--- config.mk ---
export PLATFORM = sky130hd
export DESIGN_NAME = btn_debounce_pulse
export DESIGN_NICKNAME = d
export VERILOG_FILES = /design/src/rtl/btn_debounce_pulse.sv
export SDC_FILE = /design/constraint.sdc
export NUM_CORES = 1
export LEC_CHECK = 0
export CORE_MARGIN = 2
export CORE_UTILIZATION = 40
export DETAILED_ROUTE_END_ITERATION = 10
export GPL_TIMING_DRIVEN = 0
export SLEW_MARGIN = 20
export SYNTH_ARGS = -nofsm -noshare
export SYNTH_HDL_FRONTEND = slang
export SYNTH_SLANG_ARGS = --single-unit
--- constraint.sdc ---
create_clock -name CLK -period 3.5 [get_ports CLK]
set_clock_uncertainty 0.05 [all_clocks]
set_input_delay 0.525 -clock CLK [delete_from_list [all_inputs] [get_ports CLK]]
set_output_delay 0.525 -clock CLK [all_outputs]
set_load 0.01 [all_outputs]
--- src/rtl/btn_debounce_pulse.sv ---
// -----------------------------------------------------------------------------
// btn_debounce_pulse
//
// Purpose
//   Front-end conditioner for a raw push-button that sits directly upstream of
//   the LED speed driver. The raw pin is synchronised and its polarity is
//   normalised. Contact bounce is rejected on both press and release. Each
//   confirmed press produces exactly one single-cycle pulse. A debounced
//   level, a wrapping press counter and the FSM state are exported for
//   status.
//
// Optional feature
//   BTN_AUTOREPEAT_EN  When defined, holding the button emits repeat pulses.
//                      The first repeat comes REPEAT_START cycles after the
//                      press pulse, then one every REPEAT_PERIOD cycles while
//                      the button stays in the PRESSED state. When undefined,
//                      no hold counter exists and each debounced press gives
//                      exactly one pulse.
//
// Parameters
//   ACTIVE_LOW     1: pin reads 0 when pressed (pull-up); 0: pin reads 1 when pressed
//   CNT_W          width of the debounce and hold counters
//   DEBOUNCE_CYC   stable cycles needed to accept an edge (2 .. 2^CNT_W-1)
//   REPEAT_START   hold cycles before the first auto-repeat pulse
//   REPEAT_PERIOD  cycles between later auto-repeat pulses
//
// Ports
//   CLK        in   1  system clock
//   RESET      in   1  synchronous, active-high reset
//   iBtn       in   1  raw asynchronous button pin
//   oPulse     out  1  one-cycle high per accepted press (plus repeats if enabled)
//   oLevel     out  1  debounced pressed level, 1 = pressed
//   oPressCnt  out  8  number of oPulse assertions, wraps 255 -> 0
//   oState     out  2  current FSM state (0 IDLE, 1 PRESS_WAIT, 2 PRESSED,
//                      3 RELEASE_WAIT), exported for debug and checkers
//
// Handshake
//   There is no valid/ready exchange. oPulse is a registered strobe that is
//   valid for exactly one CLK cycle and is never high on two consecutive
//   cycles. The consumer samples it on any CLK edge and needs no
//   back-pressure.
// -----------------------------------------------------------------------------
module btn_debounce_pulse #(
    parameter int ACTIVE_LOW    = 1,
    parameter int CNT_W         = 25,
    parameter int DEBOUNCE_CYC  = 270000,
    parameter int REPEAT_START  = 13500000,
    parameter int REPEAT_PERIOD = 2700000
) (
    input  logic       CLK,
    input  logic       RESET,
    input  logic       iBtn,
    output logic       oPulse,
    output logic       oLevel,
    output logic [7:0] oPressCnt,
    output logic [1:0] oState
);

    typedef enum logic [1:0] {
        S_IDLE         = 2'd0,
        S_PRESS_WAIT   = 2'd1,
        S_PRESSED      = 2'd2,
        S_RELEASE_WAIT = 2'd3
    } state_t;

    // Raw pin level that means "released". The synchroniser is reset to this
    // level so that a reset never fakes a press.
    localparam logic RAW_RELEASED = (ACTIVE_LOW != 0) ? 1'b1 : 1'b0;

    // The terminal count is compared with ==. The counter starts at 0, so
    // reaching DEBOUNCE_CYC-1 means the input has been stable long enough.
    localparam logic [CNT_W-1:0] DB_LAST = CNT_W'(DEBOUNCE_CYC - 1);

    // ------------------------------------------------------------------
    // Input synchroniser and polarity normalisation
    // ------------------------------------------------------------------
    logic r_sync0;
    logic r_sync1;
    logic w_p;          // 1 = pressed, after synchronisation

    always_ff @(posedge CLK) begin
        if (RESET) begin
            r_sync0 <= RAW_RELEASED;
            r_sync1 <= RAW_RELEASED;
        end else begin
            r_sync0 <= iBtn;
            r_sync1 <= r_sync0;
        end
    end

    assign w_p = (ACTIVE_LOW != 0) ? ~r_sync1 : r_sync1;

    // ------------------------------------------------------------------
    // Debounce FSM
    // ------------------------------------------------------------------
    state_t           r_state;
    state_t           w_state_nxt;
    logic [CNT_W-1:0] r_cnt;
    logic [CNT_W-1:0] w_cnt_nxt;
    logic             r_level;
    logic             w_level_nxt;
    logic             w_press_accept;   // debounced press confirmed this cycle
    logic             w_rep_fire;       // auto-repeat strobe (0 if feature off)
    logic             r_pulse;
    logic [7:0]       r_press_cnt;

    always_comb begin
        w_state_nxt    = r_state;
        w_cnt_nxt      = r_cnt;
        w_level_nxt    = r_level;
        w_press_accept = 1'b0;

        case (r_state)
            S_IDLE: begin
                if (w_p) begin
                    w_state_nxt = S_PRESS_WAIT;
                    w_cnt_nxt   = '0;
                end
            end

            S_PRESS_WAIT: begin
                if (!w_p) begin
                    // The press was a bounce: drop it without a pulse.
                    w_state_nxt = S_IDLE;
                    w_cnt_nxt   = '0;
                end else if (r_cnt == DB_LAST) begin
                    w_state_nxt    = S_PRESSED;
                    w_cnt_nxt      = '0;
                    w_level_nxt    = 1'b1;
                    w_press_accept = 1'b1;
                end else begin
                    w_cnt_nxt = r_cnt + 1'b1;
                end
            end

            S_PRESSED: begin
                if (!w_p) begin
                    w_state_nxt = S_RELEASE_WAIT;
                    w_cnt_nxt   = '0;
                end
            end

            S_RELEASE_WAIT: begin
                if (w_p) begin
                    // Release bounce: go back to PRESSED quietly. The button
                    // never really left, so no new pulse is due.
                    w_state_nxt = S_PRESSED;
                    w_cnt_nxt   = '0;
                end else if (r_cnt == DB_LAST) begin
                    w_state_nxt = S_IDLE;
                    w_cnt_nxt   = '0;
                    w_level_nxt = 1'b0;
                end else begin
                    w_cnt_nxt = r_cnt + 1'b1;
                end
            end

            default: begin
                w_state_nxt = S_IDLE;
                w_cnt_nxt   = '0;
                w_level_nxt = 1'b0;
            end
        endcase
    end

    always_ff @(posedge CLK) begin
        if (RESET) begin
            r_state <= S_IDLE;
            r_cnt   <= '0;
            r_level <= 1'b0;
        end else begin
            r_state <= w_state_nxt;
            r_cnt   <= w_cnt_nxt;
            r_level <= w_level_nxt;
        end
    end

    // ------------------------------------------------------------------
    // Auto-repeat hold counter
    // ------------------------------------------------------------------
`ifdef BTN_AUTOREPEAT_EN
    localparam logic [CNT_W-1:0] RS_LAST = CNT_W'(REPEAT_START - 1);
    localparam logic [CNT_W-1:0] RP_LAST = CNT_W'(REPEAT_PERIOD - 1);

    logic [CNT_W-1:0] r_hold;
    logic [CNT_W-1:0] w_hold_nxt;
    logic             r_repeating;    // first repeat already emitted
    logic             w_repeating_nxt;

    always_comb begin
        w_hold_nxt      = '0;
        w_repeating_nxt = 1'b0;
        w_rep_fire      = 1'b0;

        // The hold counter runs only in PRESSED. In every other state it is
        // held at 0, so it restarts on each entry to PRESSED, whether that
        // entry comes from PRESS_WAIT or from RELEASE_WAIT.
        if (r_state == S_PRESSED) begin
            if (r_hold == (r_repeating ? RP_LAST : RS_LAST)) begin
                w_rep_fire      = 1'b1;
                w_hold_nxt      = '0;
                w_repeating_nxt = 1'b1;
            end else begin
                w_hold_nxt      = r_hold + 1'b1;
                w_repeating_nxt = r_repeating;
            end
            // A repeat that coincides with the release edge still fires.
            // The counter clears because the FSM leaves PRESSED on this edge.
            if (!w_p) begin
                w_hold_nxt      = '0;
                w_repeating_nxt = 1'b0;
            end
        end
    end

    always_ff @(posedge CLK) begin
        if (RESET) begin
            r_hold      <= '0;
            r_repeating <= 1'b0;
        end else begin
            r_hold      <= w_hold_nxt;
            r_repeating <= w_repeating_nxt;
        end
    end
`else
    assign w_rep_fire = 1'b0;
`endif

    // ------------------------------------------------------------------
    // Registered outputs
    // ------------------------------------------------------------------
    always_ff @(posedge CLK) begin
        if (RESET) begin
            r_pulse     <= 1'b0;
            r_press_cnt <= 8'd0;
        end else begin
            r_pulse <= w_press_accept | w_rep_fire;
            if (w_press_accept | w_rep_fire) begin
                r_press_cnt <= r_press_cnt + 8'd1;   // wraps naturally at 255
            end
        end
    end

    assign oPulse    = r_pulse;
    assign oLevel    = r_level;
    assign oPressCnt = r_press_cnt;
    assign oState    = r_state;

endmodule

Yosys cells after proc, flatten, opt, wreduce, memory -nomap -nowiden. Index checks and enable logic that the tools add are counted. W data, S select, Z words.

Output and inout port bits: 12. Register bits: 39. Logic and storage cells: 47. Input bits: 3.

Muxes and demuxes: 21. Add/subtract/negate cells: 2. Equal/unequal tests: 12. Reductions and logical operators: 5.

Operators by type and width (count): $mux W25 (5); $pmux W25 S4 (1); $add A25 B1 Y25 const B (1); $eq A25 B19 Y1 const B (1); $mux W2 (6); $ne A2 B2 Y1 const B (6); $add A8 B1 Y8 const B (1); $pmux W2 S4 (1); $mux W1 (7); $ne A3 B3 Y1 const B (2); $reduce_and A5 Y1 (1); $eq A2 B2 Y1 const B (2); $reduce_and A4 Y1 (1); $eq A2 B1 Y1 const B (1); $logic_not A2 Y1 (1); $pmux W1 S2 (1); $reduce_and A2 Y1 (1); $reduce_bool A2 Y1 (1).

Logic depth before layout (Yosys ltp). Gate-level depths: netlist of the first run.

Depth after elaboration: 4. Depth in mapped cells: 9.

Worst setup path before layout of the first run. OpenSTA, ideal clock, no wires.

Path type: reg2reg. Start: reg r_cnt[4]. End: reg r_press_cnt[4] (netlist: oPressCnt[4]). Data arrival time: 1.868 ns. Cell stages (with the launch flop): 6. Required time: 3.379 ns. Path slack: 1.511 ns. Buffers on the path: 0. Setup time: 0.071 ns. Cells stage by stage: dfxtp_1 > or4b_4 > nor4_4 > nand4_4 > or3_1 > a21oi_1.

Cells in the longest elaborated chain, start to end: 4.

Ends and longest elaborated chain: start: declaration (line 98) `logic [CNT_W-1:0] r_cnt;`; start signal: assignment (line 173) `r_cnt <= w_cnt_nxt;`; $eq A25 B19 Y1 (line 126) `end else if (r_cnt == DB_LAST) begin`; $mux W1 (line 126); $mux W1 (line 122) `if (!w_p) begin`; $mux W1 (line 113) `case (r_state)`; end signal: assignment (line 239) `r_press_cnt <= r_press_cnt + 8'd1;`; end: declaration (line 105) `logic [7:0] r_press_cnt;`.

Every way passes these cells. A chain may end at the register's enable or synchronous reset.

Worst setup path in the final report of the first run.
Start: reg r_cnt[16]. End: reg r_cnt[7].

Cells in the longest elaborated chain, start to end: 4.

Ends and longest elaborated chain (line): $eq A25 B19 Y1 (*) (126, 149); $mux W25 (*) (126, 149); $mux W25, on equally long branches (144, 122); $pmux W25 S4 (*) (113).

Mark *: on every way between the ends. The rest lies on a longest branch, timed or not.

==> results of run 1 <==
## cells in the mapped netlist, drive strengths merged
master  count
a211o       1
a211oi      2
a21oi      23
a221o       3
a22oi       1
a31oi      14
a41oi       2
and2        1
and3        7
and4        4
buf         5
clkbuf      9
dfxtp      39
ha          2
inv         4
mux2i       6
nand2      22
nand2b      4
nand3      18
nand4      13
nor2       19
nor2b       2
nor3        6
nor4        7
nor4b       2
o21ai      10
o311ai      1
o31a        1
or2         3
or3         6
or3b        2
or4         1
or4b        2
xnor2       1
xor2        2
## stage by stage
step,util,power [mW],cells,setup slack (ps),instance area (µm²)
floorplan,-,0.483,245,1510,2000
detailed placement,0.467,0.498,326,964,2220
global placement,0.467,0.498,326,959,2220
CTS,0.492,0.890,334,1030,2340
finish,0.492,0.881,334,981,2340
global route,0.492,0.909,334,808,2340
## worst max-delay path, stage by stage, from the launching register on
cell      delay, ps
dfxtp_1         300
buf_2           190
nor4_1           70
and4_1          210
clkbuf_1        150
a211oi_2        560
buf_2           360
buf_2           290
nand2_1          80
a31oi_1         170
## cells by family after synthesis
group,count (synthesis)
adders and majority gates,2
muxes,6
AOI/OAI and AO/OA,58
DFF,39
and+or+nand+nor,119
xor gates and xnor gates,3
buffers and inverters,18
## power by group
group | switching (mW) | total (mW) | internal [mW]
Clock | 0.163 | 0.393 | 0.231
Combinational | 0.0236 | 0.0381 | 0.0145
Sequential | 0.00225 | 0.450 | 0.447
Total | 0.189 | 0.881 | 0.692
## final timing paths
check / start / to / slack (ps) / cells past startpoint
hold / removal: r_sync0 / r_sync1 / 370 / 1
setup reg to reg: r_cnt[16] / r_cnt[7] / 980 / 9
setup / recovery: r_cnt[16] / r_cnt[7] / 980 / 9
hold reg to reg: r_sync0 / r_sync1 / 370 / 1
## layout make-up
| cell class | instances | area share |
|---|---|---|
| tap | 67 | 0.0358 |
| clock buffer | 6 | 0.0353 |
| sequential | 39 | 0.334 |
| timing repair buffer | 14 | 0.0599 |
| multi-input combinational | 188 | 0.487 |
| clock inverter | 2 | 0.0150 |
| inverter | 4 | 0.00642 |
| buffer | 14 | 0.0262 |
## registers in the layout (all words and copies together) (netlist names), named ones only
| register | cells |
|---|---|
| oLevel | 1 |
| r_sync0 | 1 |
| r_cnt | 25 |
| oPulse | 1 |
| oState | 1 |
| r_sync1 | 1 |
| oPressCnt | 8 |
## metal layers
layer	vias to the layer above	GRT usage	routed length, µm
li1	961	-	-
met1	863	0.276	2330
met2	60	0.262	2080
met3	7	0.0402	313
met4	0	0.0595	61
met5	-	0	0
==> impl_metrics.yaml, run 1 <==
clock_network:
  numCtsBuffers: 5
  clockBufferDepth: 2
  cts_tree: "yes"
  ctsHoldBuffers: 0
  cts_setup_buffers: 0
  post_cts_resized: 0
  clk_pin_slew_ps: 80
  h-tree-depth: 2
  clock-sinks: 39
  clock_latency_ps: 300
  root_buffer: "clkbuf_8"
yosys:
  synth_top_cell_area_share: 0.391
  synth_area_um2: 2000
  synth-compound-area-share: 0.177
  synth_fp_nets: 250
  synth_xor_area_frac: 0.0132
  ys_types: 41
  avgSynthCellArea_um2: 8.15
  synth_top_cell_by_area: "dfxtp_1"
  ys_warn_count: 0
  synthMuxAreaShare: 0.0301
  synth-simple-area-share: 0.338
  synth_top_family_by_area: "simple AND/OR/NAND/NOR gates"
  ys_seq_area_frac: 0.391
  synthAdderAreaFrac: 0.0125
  ys_ff_latch: 39
  yosys-top-cells-area: "dfxtp_1 39%, a21oi_1 5.8%, nand3_1 4.5%, a31oi_1 4.4%, nand2_1 4.1%"
  synth_cells: 245
floorplanning:
  die_w_um: 74.7
  coreArea_um2: 4750
  rows: 25
  dieArea_um2: 5570
  initial_core_util: 0.420
  die-height_um: 74.7
  io_pins: 15
cells_and_area:
  multi_input_area_um2: 1140
  nNetsFinal: 271
  diodes: 0
  syn_to_final_growth_pct: 17.1
  final_cell_mix: "39 x dfxtp_1, 23 x a21oi_1, 22 x nand2_1"
  drive_gt1_frac: 0.0787
  seq_area_um2: 781
  layout_commonest_cell: "dfxtp_1"
  n_fill_cell: 491
place:
  io_buffers: 14
  gp_congestion: 0.817
  dp_hpwl_um: 3410
critical_path:
  worstPathMaxFanout: 10
  end_kind: "flip-flop"
  crit_path_start_kind: "flip-flop"
  path_class: "flip-flop to flip-flop"
  arrival_ps: 2690
  cp.required_ps: 3670
global_routing:
  grt-ovfl-total: 0
  grt_pass1_vias: 1611
  track_usage: 0.184
  antenna_found_initial: 0
  grt_pass1_wl_um: 7830
  grt_max_degree: 13
timing:
  setup_tns_ps: 0
  slew_headroom: 0.324
  slew_violations: 0
  period_share: 0.720
  fmax_mhz: 397
  period_needed_ps: 2520
  setup_viol: 0
  worst_pin_slew_ps: 1000
  finalHoldWorstSlack_ps: 366
  rsz0062_at_grt: "false"
  final-hold-violation-count: 0
detailed_routing:
  num_vias: 1891
  drtIter0Drc: 98
  firstDrtPassIters: 4
  routed_wl_um: 4790
  drc: 0
  wl_per_cell_um: 14.3
  postRouteAntennaNets: 0
  vias_per_cell: 5.66
job:
  drv_cap: 0
run_status:
  status: "completed"
power:
  power_density_nw_per_um2: 377
  leakagePower_nw: 0.780
  ir_drop_mv: 0.213
hold_path:
  holdCritPathClass: "flip-flop to flip-flop"
No activity file was read; power rests on OpenSTA's default activity.
==> run 2, diff against run 1 <==
==> constraint.sdc (replaced) <==
create_clock -name CLK -period 2.4 [get_ports CLK]
set_clock_uncertainty 0.05 [all_clocks]
set_input_delay 0.36 -clock CLK [delete_from_list [all_inputs] [get_ports CLK]]
set_output_delay 0.36 -clock CLK [all_outputs]
set_load 0.01 [all_outputs]
==> run 2 against run 1 <==
Net effect:
- sequential power rose by 46%
- sequential cell count did not move
- core utilization rose by 0.76 points
- count of clock-buffer cells in the layout did not move
==> impl_metrics.yaml, run 2 (synthesized netlist as in run 1, its figures left out) <==
run_status:
  status: "completed"
cells_and_area:
  fin_cells: 336
  drive_gt1_frac: 0.0929
  layout_commonest_cell: "dfxtp_1"
  top_register: "r_cnt"
  n_fill_cell: 482
  seq_area_um2: 781
  final_cell_mix: "39 x dfxtp_1, 23 x a21oi_1, 22 x nand2_1"
  diodes: 0
  nNetsFinal: 273
  final_cell_area_um2: 2370
  multi_input_area_um2: 1160
  syn_to_final_growth_pct: 18.9
  largest_reg_flops: 25
place:
  placed_cells: 326
  dp_hpwl_um: 3410
  io_buffers: 14
  dpl_cell_area_um2: 2220
  gp_congestion: 0.817
floorplanning:
  io_pins: 15
  dieArea_um2: 5570
  rows: 25
  initial_core_util: 0.420
  die-height_um: 74.7
  die_w_um: 74.7
  coreArea_um2: 4750
critical_path:
  arrival_ps: 2420
  endpoint: "r_cnt[7]"
  end_kind: "flip-flop"
  r2r_cells: 9
  cpPeakStageDelay_ps: 370
  r2r_start: "r_cnt[16]"
  crit_top_cell: "buf_2"
  path_class: "flip-flop to flip-flop"
  crit_path_start_kind: "flip-flop"
  startpoint: "r_cnt[16]"
  path_cells: "buf_2, nor4_1, and4_1, clkbuf_1, a211oi_4, clkbuf_4, buf_2, nand2_1, a31oi_1"
  critPathSlowestCell: "a211oi_4"
  worstPathMaxFanout: 10
  ff2ff_setup_slack_ps: 150
  cp.required_ps: 2570
  worstReg2RegEnd: "r_cnt[7]"
timing:
  slew_violations: 0
  finalHoldWorstSlack_ps: 366
  setup_tns_ps: 0
  setup_viol: 0
  final-hold-violation-count: 0
  period_needed_ps: 2250
  period_share: 0.938
  fmax_mhz: 444
  slew_headroom: 0.547
  worst_pin_slew_ps: 674
  rsz0062_at_grt: "false"
detailed_routing:
  vias_per_cell: 5.64
  firstDrtPassIters: 4
  routed_wl_um: 4850
  wl_per_cell_um: 14.4
  num_vias: 1896
  drtIter0Drc: 78
  postRouteAntennaNets: 0
  drc: 0
clock_network:
  clock-sinks: 39
  numCtsBuffers: 5
  cts_tree: "yes"
  clockBufferDepth: 2
  root_buffer: "clkbuf_8"
  clk_pin_slew_ps: 80
  clock_latency_ps: 300
  h-tree-depth: 2
global_routing:
  grt_pass1_vias: 1614
  track_usage: 0.184
  grt_max_degree: 13
  grt_pass1_wl_um: 7830
  grt-ovfl-total: 0
  antenna_found_initial: 0
power:
  leakagePower_nw: 0.790
  ir_drop_mv: 0.313
  power_density_nw_per_um2: 543
  sequentialPowerShare: 0.508
  combPwrFrac: 0.044
  sw_frac_of_total: 0.216
  switchingPower_mw: 0.279
  p_int_mw: 1.01
  power.share.clock: 0.448
  total_power_mw: 1.29
job:
  drv_cap: 0
hold_path:
  holdCritPathClass: "flip-flop to flip-flop"
run 2: cell count changes in the layout (fill, tap and decap cells not counted), sizes merged:
cell    previous run  this run
buf                5         6
clkbuf            15        16
run 2: cell type report:
type | instances | share of cell area
well taps | 67 | 0.0353
plain buffers | 14 | 0.0269
repair buffers | 16 | 0.0653
clock inverters | 2 | 0.0148
multi-input cells | 188 | 0.488
clock buffers | 6 | 0.0348
flip-flops and latches | 39 | 0.329
inverters | 4 | 0.00632
run 2: routing by layer:
layer | vias up | global-route usage | share of wire
li1 | 966 | - | -
met1 | 875 | 0.276 | 0.50
met2 | 48 | 0.262 | 0.44
met3 | 7 | 0.0402 | 0.045
met4 | 0 | 0.0595 | 0.012
met5 | - | 0 | 0
run 2: power groups by stage:
stage | registers (mW) | logic, mW | clock network [mW]
global placement | 0.670 | 0.0553 | 0
CTS | 0.656 | 0.0564 | 0.587
detailed placement | 0.671 | 0.0558 | 0
floorplan | 0.672 | 0.0320 | 0
global route | 0.657 | 0.0624 | 0.608
finish | 0.655 | 0.0567 | 0.577
run 2: critical path, delay by kind of cell, from the launching register on:
family,cells,cell delay [ps]
AND/OR/NAND/NOR,3,360
buffers and inverters,4,920
flip-flops,1,310
AO/OA/AOI/OAI,2,540
run 2: worst min-delay path by stage:
stage,to,startpoint,cells past startpoint
2_1_floorplan,r_sync1,r_sync0,1
3_3_place_gp,r_sync1,r_sync0,1
3_5_place_dp,r_sync1,r_sync0,1
4_1_cts,r_sync1,r_sync0,1
5_1_grt,r_sync1,r_sync0,1
6_report,r_sync1,r_sync0,1
run 2: per-stage QoR:
step	utilization	setup slack, ps
5_1_grt	0.499	3.11
3_5_place_dp	0.467	-42.3
3_3_place_gp	0.467	-41.6
4_1_cts	0.493	31.9
2_1_floorplan	-	411
6_report	0.499	149
run 2: repair_timing:
| action | CTS | global route |
|---|---|---|
| buffers inserted | 0 | 2 |
| cloned | 0 | 0 |
| endpoints found under the setup margin | 9 | 15 |
| pin swaps | 1 | 1 |
| gates resized for setup | 1 | 3 |
| hold buffers | 0 | 0 |
